[src/rtl/seg7_pkg.sv]
// Shared seven-segment constants: pattern table (g..a, active-low) and the blank code.
package seg7_pkg;

    typedef logic [6:0] seg_t;

    localparam seg_t SEG_BLANK = 7'h7F;

    // Entries 10-15 are the A-F glyphs; the decoder substitutes blank when hex is off.
    localparam seg_t SEG_DEC [16] = '{
        7'h40, 7'h79, 7'h24, 7'h30, 7'h19, 7'h12, 7'h02, 7'h78,
        7'h00, 7'h10, 7'h08, 7'h03, 7'h46, 7'h21, 7'h06, 7'h0E
    };

endpackage

[src/rtl/seg7_decode.sv]
// Combinational code-to-segment lookup with hex enable and forced blank.
module seg7_decode
    import seg7_pkg::*;
(
    input  logic [3:0] code,
    input  logic       hex_en,
    input  logic       blank,
    output seg_t       seg
);

    always_comb begin
        seg = SEG_DEC[code];
        if (blank || (!hex_en && code > 4'd9))
            seg = SEG_BLANK;
    end

endmodule

[src/rtl/seg7_scan_driver.sv]
// Multiplexed seven-segment scanner: prescaled digit slots, anti-ghost gap,
// frame-synchronous double-buffered data and leading-zero suppression.
module seg7_scan_driver
    import seg7_pkg::*;
#(
    parameter int NUM_DIGITS = 4,
    parameter int CLK_DIV    = 50000,
    parameter int GAP        = 2,
    parameter bit HEX_EN     = 1'b0
) (
    input  logic                    iCLK,
    input  logic                    iRST,
    input  logic [4*NUM_DIGITS-1:0] iDATA,
    input  logic [NUM_DIGITS-1:0]   iDP,
    input  logic                    iLOAD,
    input  logic                    iBLANK_LZ,
    output logic [6:0]              oSEG,
    output logic                    oDP,
    output logic [NUM_DIGITS-1:0]   oAN,
    output logic                    oFRAME
);

    localparam int PW = $clog2(CLK_DIV);
    localparam int IW = (NUM_DIGITS > 1) ? $clog2(NUM_DIGITS) : 1;
    localparam logic [PW-1:0] PRE_LAST = PW'(CLK_DIV - 1);
    localparam logic [IW-1:0] IDX_LAST = IW'(NUM_DIGITS - 1);

    logic [PW-1:0] presc;
    logic [IW-1:0] idx;
    logic          pre_last;
    logic          idx_wrap;

    logic [NUM_DIGITS-1:0][3:0] shadow_data, act_data;
    logic [NUM_DIGITS-1:0]      shadow_dp, act_dp;
    logic                       pending;

    logic [NUM_DIGITS-1:0] zero_run;
    logic [3:0]            sel_code;
    logic                  sel_blank;
    logic                  in_gap;
    seg_t                  dec_seg;
    logic [NUM_DIGITS-1:0] an_nxt;

    assign pre_last = (presc == PRE_LAST);
    assign idx_wrap = pre_last && (idx == IDX_LAST);

    always_ff @(posedge iCLK or posedge iRST) begin
        if (iRST) begin
            presc <= '0;
            idx   <= '0;
        end else begin
            presc <= pre_last ? '0 : presc + 1'b1;
            if (pre_last)
                idx <= (idx == IDX_LAST) ? '0 : idx + 1'b1;
        end
    end

    // Active data only changes at the frame wrap; a load landing on the wrap bypasses the shadow.
    always_ff @(posedge iCLK or posedge iRST) begin
        if (iRST) begin
            shadow_data <= '0;
            shadow_dp   <= '0;
            act_data    <= '0;
            act_dp      <= '0;
            pending     <= 1'b0;
        end else begin
            if (iLOAD) begin
                shadow_data <= iDATA;
                shadow_dp   <= iDP;
            end
            if (idx_wrap) begin
                if (iLOAD) begin
                    act_data <= iDATA;
                    act_dp   <= iDP;
                end else if (pending) begin
                    act_data <= shadow_data;
                    act_dp   <= shadow_dp;
                end
                pending <= 1'b0;
            end else if (iLOAD) begin
                pending <= 1'b1;
            end
        end
    end

    // zero_run[k]: digit k and every digit above it are zero.
    always_comb begin
        logic run;
        run      = 1'b1;
        zero_run = '0;
        for (int k = NUM_DIGITS - 1; k >= 0; k--) begin
            run         = run && (act_data[k] == 4'd0);
            zero_run[k] = run;
        end
    end

    assign sel_code  = act_data[idx];
    assign sel_blank = iBLANK_LZ && (idx != '0) && zero_run[idx];

    generate
        if (GAP > 0) begin : g_gap
            assign in_gap = (presc < PW'(GAP));
        end else begin : g_nogap
            assign in_gap = 1'b0;
        end
    endgenerate

    seg7_decode u_dec (
        .code   (sel_code),
        .hex_en (HEX_EN),
        .blank  (sel_blank),
        .seg    (dec_seg)
    );

    always_comb begin
        an_nxt = '1;
        if (!in_gap)
            an_nxt[idx] = 1'b0;
    end

    always_ff @(posedge iCLK or posedge iRST) begin
        if (iRST) begin
            oSEG   <= SEG_BLANK;
            oDP    <= 1'b1;
            oAN    <= '1;
            oFRAME <= 1'b0;
        end else begin
            oSEG   <= in_gap ? SEG_BLANK : dec_seg;
            oDP    <= in_gap | ~act_dp[idx];
            oAN    <= an_nxt;
            oFRAME <= idx_wrap;
        end
    end

endmodule

[config.mk]
export PLATFORM = sky130hd
export DESIGN_NAME = seg7_scan_driver
export DESIGN_NICKNAME = d
export VERILOG_FILES = /design/src/rtl/seg7_pkg.sv /design/src/rtl/seg7_decode.sv /design/src/rtl/seg7_scan_driver.sv
export SDC_FILE = /design/constraint.sdc
export NUM_CORES = 1
export LEC_CHECK = 0
export BUFFER_PORTS_ARGS = -buffer_cell sky130_fd_sc_hd__buf_4
export CAP_MARGIN = 10
export CORE_UTILIZATION = 61
export CTS_CLUSTER_DIAMETER = 200
export DETAILED_ROUTE_END_ITERATION = 8
export GPL_TIMING_DRIVEN = 0
export PLACE_DENSITY = 0.8
export SYNTH_ARGS = -nofsm -noshare
export SYNTH_HDL_FRONTEND = slang
export SYNTH_SLANG_ARGS = --single-unit
[constraint.sdc]
create_clock -name iCLK -period 5.8 [get_ports iCLK]
set_input_delay 1.16 -clock iCLK [delete_from_list [all_inputs] [get_ports iCLK]]
set_output_delay 1.16 -clock iCLK [all_outputs]
set_load 0.005 [all_outputs]
==> results of run 1 <==
[worst paths after layout]
check / cells after the start / endpoint
worst min-delay path: 1 / presc[0]
worst min register to register: 1 / presc[0]
min in group asynchronous: 2 / shadow_data[8]
worst max-delay path: 7 / oSEG[1]
max in group asynchronous: 2 / shadow_data[14]
worst max register to register: 7 / oSEG[1]
[cells by family (layout without fill, tap and decap cells)]
kind of cell | Yosys count | count (layout) | synth area share (%)
compound gates | 15 | 15 | 2.53
mux | 50 | 50 | 20.6
xor+xnor | 12 | 12 | 3.13
buf+inv | 20 | 72 | 3.24
flops | 72 | 72 | 54.1
simple gates | 75 | 75 | 12.3
fa+ha+maj | 11 | 11 | 4.10
[routing by layer]
metal / up-vias / track usage (%) / wire length [um]
met5: - / 0 / 0
met4: 0 / 10.8 / 167
met3: 20 / 4.43 / 246
met2: 66 / 38.6 / 3080
met1: 1074 / 28.4 / 2640
li1: 999 / - / -
[through the flow]
step | total power [mW] | std cells | utilization, % | cell area, um2 | hold slack [ns]
after CTS | 1.05 | 377 | 76.2 | 3960 | 0.484
after global placement | 0.573 | 361 | 71.4 | 3720 | 0.468
final | 1.04 | 377 | 76.2 | 3960 | 0.482
after floorplan | 0.555 | 255 | - | 3360 | 0.445
after global routing | 1.07 | 377 | 76.2 | 3960 | 0.495
after detailed placement | 0.576 | 361 | 71.5 | 3720 | 0.474
[registers in the layout, summed over array words and instances (netlist names)]
register	flops
act_data	16
act_dp	4
idx	2
oAN	4
oDP	1
oFRAME	1
oSEG	7
pending	1
presc	16
shadow_data	16
shadow_dp	4
[critical path: cells and delay by family (launching register included)]
kind	cells	cell delay, ns
muxes	1	0.62
buffers and inverters	2	0.40
and+or+nand+nor	2	0.18
AOI/OAI and AO/OA	1	0.38
adders and majority gates	1	0.23
DFF	1	0.37
[layout make-up]
type | count | area share [%]
Sequential cell | 72 | 45.8
Multi-Input combinational cell | 163 | 36.2
Timing Repair Buffer | 36 | 6.82
Clock buffer | 9 | 3.13
Clock inverter | 7 | 3.00
Tap cell | 70 | 2.21
Buffer | 11 | 1.89
Inverter | 9 | 0.915
[power by group through the flow]
stage / logic (mW) / registers [mW] / clock network, mW
floorplan: 0.0273 / 0.527 / 0
global placement: 0.0448 / 0.528 / 0
detailed placement: 0.0467 / 0.529 / 0
CTS: 0.0467 / 0.519 / 0.481
global route: 0.0509 / 0.521 / 0.500
finish: 0.0455 / 0.519 / 0.477
[cells in the mapped netlist (all sizes together)]
master / n
clkbuf: 3
a21oi: 4
xnor2: 3
or3: 2
ha: 11
a21boi: 1
inv: 9
xor2: 9
mux4: 5
nand3: 16
a211o: 1
and3: 3
nand4b: 1
o22ai: 3
nor3: 7
mux2i: 1
or4: 1
o21ai: 6
nor2: 13
nor4: 7
nor2b: 3
nand2: 10
nand3b: 1
dfrtp: 60
nor3b: 1
buf: 8
mux2: 44
or3b: 1
nand4: 6
nand2b: 1
dfstp: 12
and4: 2
==> parameters.txt, run 1 <==
Parameter                              Value

Run status
  Result of the run    finished, final reports clean

Layout
  Sequential Area    roughly 1800 um2
  Post-layout net count    337
  Top library cells by usage in the layout, fill and taps aside    60 x sky130_fd_sc_hd__dfrtp_1, 38 x sky130_fd_sc_hd__buf_4, 23 x sky130_fd_sc_hd__mux2_2
  Most common cell after layout, fill and taps aside    sky130_fd_sc_hd__dfrtp_1
  Fillers    338
  Multi-input logic area    between 1000 and 1500 um2
  Antenna cell count    0
  Share of layout cells above drive strength 1    40.7%
  Layout overhead on the synthesized area    17.9%

STA
  Max Clock Skew    slightly above 0.007 ns
  Highest achievable clock rate    437 MHz
  Slew headroom    44.2%
  Unrepaired setup endpoints after global routing    false
  Final count of negative-setup-slack endpoints    0
  Least setup slack across all paths after layout    3.51 ns
  Min cycle time layout    2.29 ns
  Final Cycle Share    around two fifths
  Count of endpoints failing hold in the final timing report    0
  Number of pins exceeding their max-slew limit in the final report    0
  Setup TNS    0 ns
  Worst slew pin tran    0.837 ns

Hold path
  Type of the worst min-delay path    reg -> reg
  Start point of the worst min-delay path    presc[0]

Global route
  Vias in the first global route    2204
  Antenna violations before repair    0
  Gr ovfl total    0
  Pin count of the biggest net entering global routing    73
  First-pass GRT wire length    10.3 mm
  Global-route total usage across every layer    22.9%

Worst setup path
  Endpoint arrival time on the critical path    2.53 ns
  Critical path class    reg -> reg
  Crit. Startpoint    idx[0]
  Ordered cell list for the critical path    buf_2 > mux4_2 > inv_1 > ha_1 > nor2_1 > a21boi_1 > nand4_1
  Critical-path cell with the highest stage delay    sky130_fd_sc_hd__mux4_2
  Source of the worst register-to-register timing path    idx[0]
  Largest stage delay on the critical path    0.62 ns
  Worst reg-to-reg setup slack    3.51 ns
  Critical path startpoint category    flip-flop
  CP max FO    8
  Kind of end point of the critical path    flip-flop
  Data required, critical path    6.04 ns

Clock tree
  CTS tree    yes
  Post-cts sizing count    0
  Buffer count from post-CTS setup fixing    0
  Clock-pin slew on the worst setup and hold paths    0.08 ns
  TritonCTS sink count    72
  Cell at the root of the clock tree    sky130_fd_sc_hd__clkbuf_8
  H-Tree Depth    3
  Worst skew pair latency    0.34 ns
  Number of buffers created by CTS    9
  Post-CTS Hold Fix Bufs    0
  CTS max path bufs    2

Logic synthesis
  Cell type with the highest aggregate area in the netlist    sky130_fd_sc_hd__dfrtp_1
  Total number of yosys warnings    0
  Number of distinct standard cells referenced by the synthesized netlist    38
  Synthesized cell area    between 3000 and 4000 um2
  Number of cells produced by synthesis    approximately 260
  Share of the yosys chip area belonging to registers    54.1%
  Ranking of synthesized cells by area    sky130_fd_sc_hd__dfrtp_1 45%, sky130_fd_sc_hd__dfstp_2 9.4%, sky130_fd_sc_hd__mux2_4 8.9%
  Flop and latch count out of synthesis    72
  Mean post-synth cell area    13.2 um2
  Mapped Nets    290
  Area fraction of the dominant cell type after synthesis    44.7%

Floorplanning
  Die Span Y    about 76 um
  Starting utilization of the core area    roughly 65%
  Horizontal extent of the die    76.2 um
  Die ar.    5810 um2
  Row cnt    26
  Ports    37
  Core Box Area    5200 um2

Power and ir drop
  Power density of the placed cells    263 nW/um2
  Clock group share of total power    a little under half
  Switching Power    0.217 mW
  Worst VDD drop    179 uV
  Share of total power consumed by net switching    20.8%
  Comb power frac    4.4%
  P_leak    1.90 nW
  Power share of the sequential group    49.8%
  Internal power    0.825 mW

Place
  Routability Congestion    0.780
  Place WS    3.23 ns
  HPWL reported at the end of detailed placement    4.09 mm
  PortBufs    36

Drt
  DRT antenna net count    0
  Via count    between 2000 and 2500
  Remaining routing DRC violations    0
  Drt pass-1 iters    4
  Number of vias per cell after detailed routing    5.73
  Drt total wl    6.14 mm
  Drt initial violations    93
  Average detailed-routed wire length per instance    16.3 um

Flow run
  Count of maximum capacitance violations    0
(Power assumes the default switching activity.)
==> inputs of run 2 (changes only) <==
Settings changed: ABC_AREA from default to 1, CORE_UTILIZATION 61 to 53, PLACE_DENSITY 0.8 to 0.73.
Clock period 5.8 ns to 2.1 ns, I/O delays scaled along.
==> parameters.txt, run 2 <==
Parameter                              Value

STA
  Max Clock Skew    0.00926 ns
  Slew headroom    69.4%
  Final Cycle Share    88.7%
  Setup TNS    0 ns
  Final count of negative-setup-slack endpoints    0
  Number of pins exceeding their max-slew limit in the final report    0
  Min cycle time layout    1.86 ns
  Count of endpoints failing hold in the final timing report    0
  Unrepaired setup endpoints after global routing    false
  Worst slew pin tran    roughly 0.46 ns
  Highest achievable clock rate    537 MHz
  Worst hold-check slack    between 0.03 and 0.04 ns

Clock tree
  Post-CTS Hold Fix Bufs    0
  Post-cts sizing count    0
  H-Tree Depth    3
  TritonCTS sink count    72
  Number of buffers created by CTS    9
  Worst skew pair latency    0.34 ns
  Cell at the root of the clock tree    sky130_fd_sc_hd__clkbuf_8
  CTS max path bufs    2
  Buffer count from post-CTS setup fixing    0
  Clock-pin slew on the worst setup and hold paths    0.07 ns
  CTS tree    yes

Logic synthesis
  Number of synthesized flops with an enable pin    0
  Synthesized cell area    ~3700 um2
  Total number of yosys warnings    0
  Most used flip-flop cell after synthesis    sky130_fd_sc_hd__dfrtp_1
  Mapped Nets    503
  Area fraction of the dominant cell type after synthesis    40.5%
  Number of cells produced by synthesis    468
  Cell with the most instances after synthesis    sky130_fd_sc_hd__nand2_1
  Flop and latch count out of synthesis    approximately 70
  Share of the yosys chip area belonging to registers    ~49%
  Number of distinct standard cells referenced by the synthesized netlist    29
  Ranking of synthesized cells by area    sky130_fd_sc_hd__dfrtp_1 40%, sky130_fd_sc_hd__nand2_1 17%, sky130_fd_sc_hd__dfstp_2 8.5%
  Fraction of registers with async set or reset after synthesis    100%
  Mean post-synth cell area    7.92 um2
  Cell type with the highest aggregate area in the netlist    sky130_fd_sc_hd__dfrtp_1
  Synth cell count leaders    172 x sky130_fd_sc_hd__nand2_1, 60 x sky130_fd_sc_hd__dfrtp_1, 58 x sky130_fd_sc_hd__inv_1

Worst setup path
  Critical path startpoint category    flip-flop
  Endpoint arrival time on the critical path    roughly 2.1 ns
  Critical-path cell with the highest stage delay    sky130_fd_sc_hd__dfrtp_1
  Worst setup endpoint    oSEG[5]
  Source of the worst register-to-register timing path    idx[1]
  Kind of end point of the critical path    flip-flop
  Ordered cell list for the critical path    buf_2 > inv_2 > nand3_1 > nand2_2 > inv_1 > ha_2 > o21ai_1 > nand2_1 > nand2_1 > inv_1 > nand3_1
  End of the worst register-to-register path    oSEG[5]
  Crit. Startpoint    idx[1]
  Critical path class    reg -> reg
  Worst reg-to-reg setup slack    0.24 ns
  Largest stage delay on the critical path    0.39 ns
  Reg2Reg Depth    11
  CP max FO    11
  Data required, critical path    2.38 ns

Power and ir drop
  P_leak    2.32 nW
  Total Power    2.84 mW
  Worst VDD drop    between 500 and 600 uV
  Power density of the placed cells    651 nW/um2

Place
  Routability Congestion    0.863
  Cell Area, Placed    a little over 4000 um2
  PortBufs    36
  HPWL reported at the end of detailed placement    5.23 mm

Floorplanning
  Die Span Y    85.6 um
  Starting utilization of the core area    54.9%
  Horizontal extent of the die    85.6 um
  Row cnt    30
  Die ar.    7330 um2
  Core Box Area    around 6800 um2
  Ports    37

Layout
  Share of layout cells above drive strength 1    20.9%
  Most common cell after layout, fill and taps aside    sky130_fd_sc_hd__nand2_1
  Top library cells by usage in the layout, fill and taps aside    170 x sky130_fd_sc_hd__nand2_1, 59 x sky130_fd_sc_hd__dfrtp_1, 57 x sky130_fd_sc_hd__inv_1
  Design Area, Final    4360 um2
  Largest registers    act_data: 16 flops, presc: 16 flops, shadow_data: 16 flops
  Post-layout net count    551
  Antenna cell count    0
  Layout overhead on the synthesized area    17.6%

Drt
  Via count    2968
  Remaining routing DRC violations    0
  DRT antenna net count    0
  Drt total wl    7.11 mm
  Drt initial violations    129
  Average detailed-routed wire length per instance    11.8 um
  Drt pass-1 iters    5
  Number of vias per cell after detailed routing    a little under 5

Global route
  Antenna violations before repair    0
  First-pass GRT wire length    12.3 mm
  Gr ovfl total    0
  Pin count of the biggest net entering global routing    32
  Global-route total usage across every layer    21.6%
  Vias in the first global route    2748

Hold path
  Type of the worst min-delay path    in -> async

Flow run
  Count of maximum capacitance violations    0

Run status
  Result of the run    finished, final reports clean
-- run 2: cell count changes in the layout (fill, tap and decap cells not counted), sizes merged, moves of 6 or more --
| cell | delta |
|---|---|
| nor2 | +42 |
| clkbuf | +6 |
| o21ai | +21 |
| nand2 | +166 |
| inv | +50 |
| mux2 | -44 |
| nand3 | +13 |
| nor4 | -6 |
-- run 2: power breakdown --
group,switching (mW),internal [mW],total (mW)
logic,0.0883,0.0564,0.145
clock network,0.495,0.768,1.26
registers,0.00945,1.42,1.43
-- run 2: critical path, delay by kind of cell, from the launching register on --
| family | cells | cell delay (ns) |
|---|---|---|
| AOI/OAI and AO/OA | 1 | 0.15 |
| adders and majority gates | 1 | 0.21 |
| buffers and inverters | 4 | 0.53 |
| DFF | 1 | 0.39 |
| and+or+nand+nor | 5 | 0.53 |
-- run 2: metal layers --
layer	vias to the layer above	routed length [um]	track usage, %
met5	-	0	0
met4	0	127	9.09
met3	12	257	4.23
met2	61	3360	34.1
met1	1364	3360	29.2
li1	1531	-	-
-- run 2: worst min-delay path by stage --
stage                     slack [ns]     start        to
after CTS                       0.04      iRST   pending
after detailed placement        0.41      iRST   pending
after global placement          0.45  presc[0]  presc[0]
final                           0.04      iRST   pending
after global routing            0.05      iRST   pending
after floorplan                 0.43  presc[0]  presc[0]
-- run 2: layout make-up --
type	instances	area (um2)
Buffer	11	77.6
Clock buffer	14	173
Clock inverter	2	60.1
Fill cell	576	2400
Inverter	61	235
Multi-Input combinational cell	323	1590
Sequential cell	72	1820
Tap cell	80	100
Timing Repair Buffer	38	310
-- run 2: stage by stage --
stage | utilization [%] | instances | worst slack [ns]
global placement | 60.4 | 584 | 0.140
detailed placement | 61.0 | 586 | 0.0954
floorplan | - | 468 | 0.390
CTS | 64.4 | 602 | 0.0397
global route | 64.5 | 601 | 0.0556
finish | 64.5 | 601 | 0.238
-- run 2: kinds of logic (layout without fill, tap and decap cells) --
family	Yosys count	count (layout)	share of synthesized area, %
buffers and inverters	73	126	8.40
DFF	72	72	49.0
adders and majority gates	11	11	3.71
xor gates and xnor gates	7	7	1.65
AOI/OAI and AO/OA	31	31	6.38
and+or+nand+nor	274	274	30.8
==> inputs of run 3 (changes only) <==
Settings changed: CORE_UTILIZATION 53 to 61, PLACE_DENSITY 0.73 to 0.79.
Clock period 2.1 ns to 2.4 ns, I/O delays scaled along.
==> parameters.txt, run 3 (synthesis gave the netlist of run 2 again) <==
Parameter                              Value

Run status
  Result of the run    finished, final reports clean

Floorplanning
  Core Box Area    5890 um2
  Row cnt    28
  Die Span Y    80.0 um
  Horizontal extent of the die    80.0 um
  Starting utilization of the core area    a little over three fifths
  Ports    37
  Die ar.    ~6400 um2

Worst setup path
  Critical path startpoint category    flip-flop
  Family of cells with the greatest summed delay on the critical path    simple AND/OR/NAND/NOR gates
  Critical path class    reg -> reg
  Endpoint arrival time on the critical path    2.36 ns
  Reg2Reg Depth    12
  Worst path buffer plus inverter count    3
  Worst reg-to-reg setup slack    0.31 ns
  CP max FO    11
  Critical-path cell with the highest stage delay    sky130_fd_sc_hd__dfrtp_1
  Kind of end point of the critical path    flip-flop
  Data required, critical path    2.67 ns
  Largest stage delay on the critical path    0.48 ns
  Ordered cell list for the critical path    inv_2 > buf_2 > nand2_1 > nand3_1 > nand2_1 > inv_1 > ha_1 > o21ai_1 > nand2_1 > nand2_1 > nor2_4 > nand2_1
  End of the worst register-to-register path    oSEG[6]
  Instance count on the critical path    12
  Cell with the most instances on the worst path    sky130_fd_sc_hd__nand2_1
  Source of the worst register-to-register timing path    idx[0]

Clock tree
  Post-cts sizing count    0
  TritonCTS sink count    72
  CTS max path bufs    2
  Clock-pin slew on the worst setup and hold paths    0.08 ns
  Buffer count from post-CTS setup fixing    0
  Cell at the root of the clock tree    sky130_fd_sc_hd__clkbuf_8
  Number of buffers created by CTS    9
  Worst skew pair latency    approximately 0.35 ns
  CTS tree    yes
  H-Tree Depth    3
  Post-CTS Hold Fix Bufs    0

Drt
  Average detailed-routed wire length per instance    approximately 12 um
  Drt initial violations    just under 200
  Remaining routing DRC violations    0
  Via count    2987
  DRT antenna net count    0
  Drt total wl    about 7.2 mm
  Number of vias per cell after detailed routing    5.02
  Drt pass-1 iters    5

STA
  Worst slew pin tran    0.835 ns
  Highest achievable clock rate    479 MHz
  Min cycle time layout    2.09 ns
  Max Clock Skew    0.0112 ns
  Final Cycle Share    86.9%
  Number of pins exceeding their max-slew limit in the final report    0
  Final count of negative-setup-slack endpoints    0
  Slew headroom    44.3%
  Least setup slack across all paths after layout    0.313 ns
  Unrepaired setup endpoints after global routing    false
  Count of endpoints failing hold in the final timing report    0
  Setup TNS    0 ns

Global route
  Met1 GRT Util    34.5%
  Most used routing layer in global routing    met2
  Vias in the first global route    roughly 2900
  Antenna violations before repair    0
  Global-route total usage across every layer    26.4%
  Met3 track demand over resource    4.34%
  Pin count of the biggest net entering global routing    73
  First-pass GRT wire length    12.8 mm
  Gr ovfl total    0
  Global-route met2 utilization    a little over two fifths

Power and ir drop
  P_leak    2.30 nW
  Total Power    2.43 mW
  Worst VDD drop    about 530 uV
  Power density of the placed cells    566 nW/um2

Layout
  Fillers    478
  Largest registers    act_data: 16 flops, presc: 16 flops, shadow_data: 16 flops
  Top library cells by usage in the layout, fill and taps aside    172 x sky130_fd_sc_hd__nand2_1, 60 x sky130_fd_sc_hd__dfrtp_1, 57 x sky130_fd_sc_hd__inv_1
  Post-layout net count    between 500 and 600
  Most common cell after layout, fill and taps aside    sky130_fd_sc_hd__nand2_1
  Antenna cell count    0
  Final core utilization    73.0%
  Layout overhead on the synthesized area    15.9%
  Design Area, Final    4300 um2
  Share of layout cells above drive strength 1    slightly above 20%

Place
  HPWL reported at the end of detailed placement    5.01 mm
  Routability Congestion    0.874
  Cell Area, Placed    4070 um2
  PortBufs    36
  Place WS    0.368 ns

Flow run
  Count of maximum capacitance violations    0

Hold path
  Type of the worst min-delay path    in -> async
## run 3: cell types whose count changed in the layout (fill, tap and decap cells not counted)
cell / change
sky130_fd_sc_hd__clkinvlp_4: +1
sky130_fd_sc_hd__buf_2: +1
sky130_fd_sc_hd__clkinv_2: +1
sky130_fd_sc_hd__nand2_2: -2
sky130_fd_sc_hd__ha_1: +1
sky130_fd_sc_hd__nand2_1: +2
sky130_fd_sc_hd__clkbuf_1: -1
sky130_fd_sc_hd__buf_12: -2
sky130_fd_sc_hd__clkbuf_8: -2
sky130_fd_sc_hd__inv_2: +1
sky130_fd_sc_hd__dfrtp_1: +1
sky130_fd_sc_hd__ha_2: -1
sky130_fd_sc_hd__dfrtp_2: -1
## run 3: area by class of cell
cell class | count | area (um2) | area share, %
Sequential cell | 72 | 1820 | 42.3
Multi-Input combinational cell | 323 | 1580 | 36.8
Timing Repair Buffer | 36 | 270 | 6.29
Inverter | 61 | 231 | 5.39
Clock buffer | 11 | 141 | 3.29
Tap cell | 75 | 93.8 | 2.18
Buffer | 12 | 82.6 | 1.92
Clock inverter | 5 | 80.1 | 1.86
## run 3: through the flow
step | hold slack, ns | std cells
finish | 0.313 | 595
global route | 0.358 | 595
detailed placement | 0.456 | 579
global placement | 0.450 | 579
floorplan | 0.433 | 468
CTS | 0.338 | 595
## run 3: worst max path at each step
stage,start,to,slack [ns]
finish,idx[0],oSEG[6],0.31
global route,idx[0],oSEG[6],0.12
CTS,idx[0],oSEG[6],0.35
detailed placement,idx[0],oSEG[6],0.37
global placement,iRST,shadow_data[0],-0.62
floorplan,iRST,act_data[0],0.11
## run 3: report_power, final
group	total (mW)	leakage [nW]	switching [mW]	internal [mW]
clock network	1.06	0.106	0.448	0.612
logic	0.118	1.29	0.0752	0.0428
registers	1.25	0.908	0.00851	1.24
## run 3: routing by layer
metal / share of wire (%) / up-vias
met2: 46 / 92
li1: - / 1530
met1: 46 / 1340
met5: 0 / -
met4: 2.9 / 0
met3: 5.0 / 25
## run 3: worst register-to-register path, cell delays in order, from the launching register on
cell and delay [ns]:
sky130_fd_sc_hd__dfrtp_1 0.48, sky130_fd_sc_hd__inv_2 0.12, sky130_fd_sc_hd__buf_2 0.23, sky130_fd_sc_hd__nand2_1 0.08
sky130_fd_sc_hd__nand3_1 0.08, sky130_fd_sc_hd__nand2_1 0.15, sky130_fd_sc_hd__inv_1 0.15, sky130_fd_sc_hd__ha_1 0.26
sky130_fd_sc_hd__o21ai_1 0.09, sky130_fd_sc_hd__nand2_1 0.06, sky130_fd_sc_hd__nand2_1 0.10, sky130_fd_sc_hd__nor2_4 0.14
sky130_fd_sc_hd__nand2_1 0.08
